===== config.mk =====
export PLATFORM = sky130hd
export DESIGN_NAME = pattern_detect_scheduler
export DESIGN_NICKNAME = d
export VERILOG_FILES = /design/src/rtl/pds_pkg.sv /design/src/rtl/rr_arbiter.sv /design/src/rtl/pattern_detect_scheduler.sv
export SDC_FILE = /design/constraint.sdc
export NUM_CORES = 1
export LEC_CHECK = 0
export CORE_MARGIN = 2
export CORE_UTILIZATION = 30
export DETAILED_ROUTE_END_ITERATION = 8
export PLACE_DENSITY_LB_ADDON = 0.3
export SLEW_MARGIN = 20
export SYNTH_ARGS = -nofsm -noshare
export SYNTH_HDL_FRONTEND = slang
export SYNTH_HIERARCHICAL = 1
export SYNTH_SLANG_ARGS = --single-unit

===== constraint.sdc =====
create_clock -name clk -period 3.7 [get_ports clk]
set_input_delay 0.37 -clock clk [delete_from_list [all_inputs] [get_ports clk]]
set_output_delay 0.37 -clock clk [all_outputs]
set_load 0.005 [all_outputs]

===== src/rtl/pds_pkg.sv =====
// rtl/pds_pkg.sv - shared state type, encodings and round-robin pick for pattern_detect_scheduler
package pds_pkg;

  // State encodings, kept explicit so waveforms and debug taps stay stable
  localparam logic [1:0] PDS_ST_IDLE   = 2'd0;
  localparam logic [1:0] PDS_ST_CLEAR  = 2'd1;
  localparam logic [1:0] PDS_ST_SHIFT  = 2'd2;
  localparam logic [1:0] PDS_ST_REPORT = 2'd3;

  typedef enum logic [1:0] {
    IDLE   = PDS_ST_IDLE,
    CLEAR  = PDS_ST_CLEAR,
    SHIFT  = PDS_ST_SHIFT,
    REPORT = PDS_ST_REPORT
  } state_t;

  // The pick function works on a fixed-width request vector so that one
  // definition serves every NUM_REQ up to PDS_MAX_REQ.
  localparam int PDS_MAX_REQ = 32;
  localparam int PDS_IDX_W   = 5;

  // First set request found searching upward from ptr with wrap at num.
  // The loop runs from the far end down so the nearest candidate wins last.
  // Returns ptr when nothing is requested; callers qualify with |req.
  function automatic logic [PDS_IDX_W-1:0] rr_pick(
    input logic [PDS_MAX_REQ-1:0] req,
    input logic [PDS_IDX_W-1:0]   ptr,
    input logic [PDS_IDX_W:0]     num
  );
    logic [PDS_IDX_W-1:0] win;
    logic [PDS_IDX_W:0]   idx;
    logic [PDS_IDX_W:0]   off;
    win = ptr;
    for (int k = PDS_MAX_REQ - 1; k >= 0; k--) begin
      off = (PDS_IDX_W + 1)'(k);
      idx = {1'b0, ptr} + off;
      if (idx >= num) begin
        idx = idx - num;
      end
      if ((off < num) && req[idx[PDS_IDX_W-1:0]]) begin
        win = idx[PDS_IDX_W-1:0];
      end
    end
    return win;
  endfunction

endpackage


===== src/rtl/rr_arbiter.sv =====
// rtl/rr_arbiter.sv - combinational round-robin winner select with registered rotation pointer
module rr_arbiter
  import pds_pkg::*;
#(
  parameter  int NUM_REQ = 4,
  localparam int ID_W    = $clog2(NUM_REQ)
) (
  input  logic               clk,
  input  logic               reset,
  input  logic [NUM_REQ-1:0] req,
  input  logic               advance,
  output logic               any,
  output logic [ID_W-1:0]    winner
);

  logic [ID_W-1:0]        rr_ptr;
  logic [PDS_MAX_REQ-1:0] req_ext;

  // Winner search starting at rr_ptr, wrapping at NUM_REQ
  always_comb begin
    req_ext                = '0;
    req_ext[NUM_REQ-1:0]   = req;
    any                    = |req;
    winner = ID_W'(rr_pick(req_ext, PDS_IDX_W'(rr_ptr), (PDS_IDX_W + 1)'(NUM_REQ)));
  end

  // Pointer moves just past the requester that was granted
  always_ff @(posedge clk or posedge reset) begin
    if (reset) begin
      rr_ptr <= '0;
    end else if (advance && any) begin
      if (winner == ID_W'(NUM_REQ - 1)) begin
        rr_ptr <= '0;
      end else begin
        rr_ptr <= winner + ID_W'(1);
      end
    end
  end

endmodule


===== src/rtl/pattern_detect_scheduler.sv =====
// rtl/pattern_detect_scheduler.sv - time-shares one serial pattern detector among requesters (option: PDS_FIRST_HIT_EN)
module pattern_detect_scheduler
  import pds_pkg::*;
#(
  parameter  int NUM_REQ = 4,
  parameter  int WORD_W  = 8,
  parameter  int CNT_W   = 4,
  localparam int ID_W    = $clog2(NUM_REQ)
`ifdef PDS_FIRST_HIT_EN
  ,
  localparam int POS_W   = $clog2(WORD_W) + 1
`endif
) (
  input  logic                      clk,
  input  logic                      reset,
  input  logic [NUM_REQ-1:0]        req,
  input  logic [NUM_REQ*WORD_W-1:0] word_in,
  output logic [NUM_REQ-1:0]        gnt,
  output logic                      det_reset,
  output logic                      det_x,
  input  logic                      det_y,
  output logic                      done,
  output logic [ID_W-1:0]           done_id,
  output logic [CNT_W-1:0]          hit_count
`ifdef PDS_FIRST_HIT_EN
  ,
  output logic [POS_W-1:0]          first_pos
`endif
);

  localparam int BC_W = (WORD_W > 1) ? $clog2(WORD_W) : 1;

  state_t               state;
  logic [WORD_W-1:0]    sreg;
  logic [BC_W-1:0]      bit_cnt;
  logic [CNT_W-1:0]     hit_cnt;
  logic [ID_W-1:0]      cur_id;
`ifdef PDS_FIRST_HIT_EN
  logic [POS_W-1:0]     pos_r;
`endif

  logic                 arb_any;
  logic [ID_W-1:0]      winner;
  logic [WORD_W-1:0]    sel_word;
  logic [NUM_REQ-1:0]   gnt_next;

  rr_arbiter #(
    .NUM_REQ (NUM_REQ)
  ) u_arb (
    .clk     (clk),
    .reset   (reset),
    .req     (req),
    .advance (state == IDLE),
    .any     (arb_any),
    .winner  (winner)
  );

  // Winner's word and one-hot grant, ready for capture at the grant edge
  always_comb begin
    sel_word = '0;
    gnt_next = '0;
    for (int i = 0; i < NUM_REQ; i++) begin
      if (winner == ID_W'(i)) begin
        sel_word    = word_in[i*WORD_W +: WORD_W];
        gnt_next[i] = 1'b1;
      end
    end
  end

  // Detector is held clear during reset and for the one CLEAR cycle
  assign det_reset = reset | (state == CLEAR);

  // Service sequencer: arbitrate, clear detector, stream word MSB-first, report.
  // det_x is registered one step ahead, so sreg leads the bit on the wire by one.
  always_ff @(posedge clk or posedge reset) begin
    if (reset) begin
      state     <= IDLE;
      gnt       <= '0;
      done      <= 1'b0;
      done_id   <= '0;
      hit_count <= '0;
      det_x     <= 1'b0;
      sreg      <= '0;
      bit_cnt   <= '0;
      hit_cnt   <= '0;
      cur_id    <= '0;
`ifdef PDS_FIRST_HIT_EN
      pos_r     <= POS_W'(WORD_W);
      first_pos <= POS_W'(WORD_W);
`endif
    end else begin
      done <= 1'b0;
      case (state)
        IDLE: begin
          if (arb_any) begin
            gnt     <= gnt_next;
            sreg    <= sel_word;
            cur_id  <= winner;
            hit_cnt <= '0;
            bit_cnt <= '0;
`ifdef PDS_FIRST_HIT_EN
            pos_r   <= POS_W'(WORD_W);
`endif
            state   <= CLEAR;
          end
        end
        CLEAR: begin
          bit_cnt <= '0;
          det_x   <= sreg[WORD_W-1];
          sreg    <= sreg << 1;
          state   <= SHIFT;
        end
        SHIFT: begin
          if (det_y) begin
            hit_cnt <= hit_cnt + CNT_W'(1);
`ifdef PDS_FIRST_HIT_EN
            if (pos_r == POS_W'(WORD_W)) begin
              pos_r <= POS_W'(bit_cnt);
            end
`endif
          end
          bit_cnt <= bit_cnt + BC_W'(1);
          sreg    <= sreg << 1;
          if (bit_cnt == BC_W'(WORD_W - 1)) begin
            det_x <= 1'b0;
            state <= REPORT;
          end else begin
            det_x <= sreg[WORD_W-1];
          end
        end
        REPORT: begin
          done      <= 1'b1;
          done_id   <= cur_id;
          hit_count <= hit_cnt;
`ifdef PDS_FIRST_HIT_EN
          first_pos <= pos_r;
`endif
          gnt       <= '0;
          state     <= IDLE;
        end
        default: begin
          state <= IDLE;
        end
      endcase
    end
  end

endmodule


==> results.cfg <==
[sta]
maxSlewHeadroom_pct = 41.0
rsz0062_at_grt = no
worst_slew_pin_slew_ns = 0.884
slew_viol_final = 0
min_period_ns = 3.28
fin_setup_tns_ns = 0
skew_ns = 0.00348
setup_viol = 0
period_share_pct = 88.6
hold_violations = 0
layout_setup_ws_ns = 0.420
fmax_mhz = 305

[synth]
synth.largest_area_cell = dfrtp_1
yosysTopAreaCellShare_pct = 39.4
synth_edf_count = 0
synth-seq-area-share_pct = 39.4
synth_area_um2 = 2090
synthArstFlopShare_pct = 100
yosys_warnings = 6
synth_cells = 209
synth_ff_type = dfrtp_1
synthTopCellsByArea = dfrtp_1 39%, mux4_2 9.7%, ha_1 7.8%
yosysUniqueCellTypes = 47
synth_fp_nets = 261
synth_seq_cells = 33
syn_area_per_cell_um2 = 10.0

[die]
die_area_um2 = 7670
ios = 52
rows = 30
dieHeight_um = 87.6
initial_utilization_pct = 31.0
die_w_um = 87.6
core_region_area_um2 = 6760

[global_route]
use_met3_pct = 3.39
grtUsageMet1_pct = 16.5
grt_pass1_vias = 1715
grt.overflow.total = 0
grt_pass1_wl_um = 7770
use_met2_pct = 21.2
grt.busiest_layer = met2
grt_max_degree = 24
antenna_found_initial = 0
grtUsageTotal_pct = 13.0

[drt]
drt_iter0_markers = 71
firstDrtPassIters = 4
vias = 1738
postRouteAntennaNets = 0
drc = 0
via_per_inst = 5.08
totalWireLength_um = 4560
avgRoutedWirePerCell_um = 13.3

[power_and_ir_drop]
irDropWorstVdd_mv = 0.276
leakagePower_nw = 1.19
pwr_density_cell_nw_per_um2 = 854

[worst_setup_path]
arrival_ns = 3.49
reg2regPathDepth = 13
start_kind = register
crit_path_max_fanout = 11
criticalPathCategory = register to register
cp.required_ns = 3.91
end_kind = register

[cts]
cts_setup_buffers = 0
path_clk_slew_ns = 0.07
ctsRootBufferMaster = clkbuf_8
cts_sinks = 33
cts.path.max_buffers = 2
clkLatencyLatePin_ns = 0.28
cts_resized = 0
cts_buffers = 5
h-tree-depth = 2
hold_buffers = 0
tritoncts = yes

[placed_design]
hpwl_um = 3430
dpl_worst_slack_ns = 0.471
gp_congestion = 0.920
port_buffers = 51

[status]
status = complete, no violations

[cells_and_area]
drive_above_1_share_pct = 11.8
antennaDiodeCount = 0
syn_to_final_growth_pct = 31.8
mostFrequentLayoutCells = 51 x clkdlybuf4s50_1, 33 x dfrtp_1, 18 x nand2_1
layout.nets = 313
layout_commonest_cell = clkdlybuf4s50_1

[min_path]
hold_class = primary input to asynchronous set/reset pin

[job]
drv_cap = 0
[logic make-up (layout without fill, tap and decap cells)]
group,Yosys count,after routing,synth area share (%)
AND/OR/NAND/NOR,74,74,17.2
AO/OA/AOI/OAI,45,45,14.3
flip-flops,33,33,39.4
buffers and inverters,22,75,4.90
multiplexers,21,21,15.9
adder cells (fa/ha/maj),13,13,7.77
XOR/XNOR,1,1,0.418
[worst max-delay path, stage by stage, from the launching register on]
cell and delay [ns]:
dfrtp_1 0.49, inv_1 0.16, ha_1 0.38, or3b_1 0.44, a221oi_2 0.28, o21ai_1 0.15
xnor2_1 0.14, buf_4 0.20, ha_1 0.21, nor2_1 0.08, nand3_1 0.09, or2_0 0.24
o221ai_1 0.20, o21bai_1 0.14
[registers in the layout, indices dropped and copies added (netlist names)]
| name | count |
|---|---|
| u_arb/rr_ptr | 2 |
| cur_id | 2 |
| bit_cnt | 3 |
| state | 2 |
| det_x | 1 |
| hit_cnt | 4 |
| sreg | 8 |
| gnt | 4 |
| done | 1 |
| done_id | 2 |
| hit_count | 4 |
[cells in the mapped netlist (2+ instances only)]
cell type and n:
inv_1 12, a22oi_1 2, a21o_1 2, a22o_1 3, a21oi_1 4, buf_2 7
o22ai_1 8, and2_1 2, nand2b_1 3, mux2_2 6, o21ai_1 3, dfrtp_1 33
nor2b_1 2, mux2_1 3, mux2i_1 3, nand2_1 18, mux4_2 9, ha_1 13
nor2_1 16, nor3_1 14, o21ai_0 13, nand3_1 8
[through the flow]
stage	hold slack, ns	cell area [um^2]	utilization [%]	instances	power, mW
after floorplan	0.111	2090	-	209	1.76
after global placement	0.474	2680	39.6	334	2.10
after detailed placement	0.475	2680	39.6	334	2.12
after CTS	0.319	2760	40.9	342	2.39
after global routing	0.335	2760	40.9	342	2.60
final	0.311	2760	40.9	342	2.36
[path summary, 6_finish.rpt]
kind | startpoint | end | slack (ns)
setup / recovery | u_arb/rr_ptr[1] | u_arb/rr_ptr[0] | 0.42
max in group asynchronous | reset | sreg[3] | 2.39
setup reg to reg | u_arb/rr_ptr[1] | u_arb/rr_ptr[0] | 0.42
hold reg to reg | cur_id[1] | cur_id[1] | 0.49
hold / removal | reset | u_arb/rr_ptr[1] | 0.31
min in group clk | cur_id[1] | cur_id[1] | 0.49
[per-layer routing]
| metal | share of wire [%] | up-vias |
|---|---|---|
| met4 | 1.6 | 0 |
| met2 | 46 | 49 |
| met3 | 5.3 | 7 |
| li1 | - | 862 |
| met1 | 47 | 820 |
| met5 | 0 | - |
[power breakdown]
part,internal [mW],total [mW],switching (mW)
logic,0.756,1.48,0.722
registers,0.506,0.618,0.112
clock network,0.130,0.261,0.131
[layout make-up]
cell class,instances,area [um^2]
fillers,673,4000
multi-input cells,154,1170
flip-flops and latches,33,826
repair buffers,55,541
well taps,80,100
clock buffers,6,72.6
inverters,12,45.0
clock inverters,2,10.0
(Power assumes the default switching activity.)
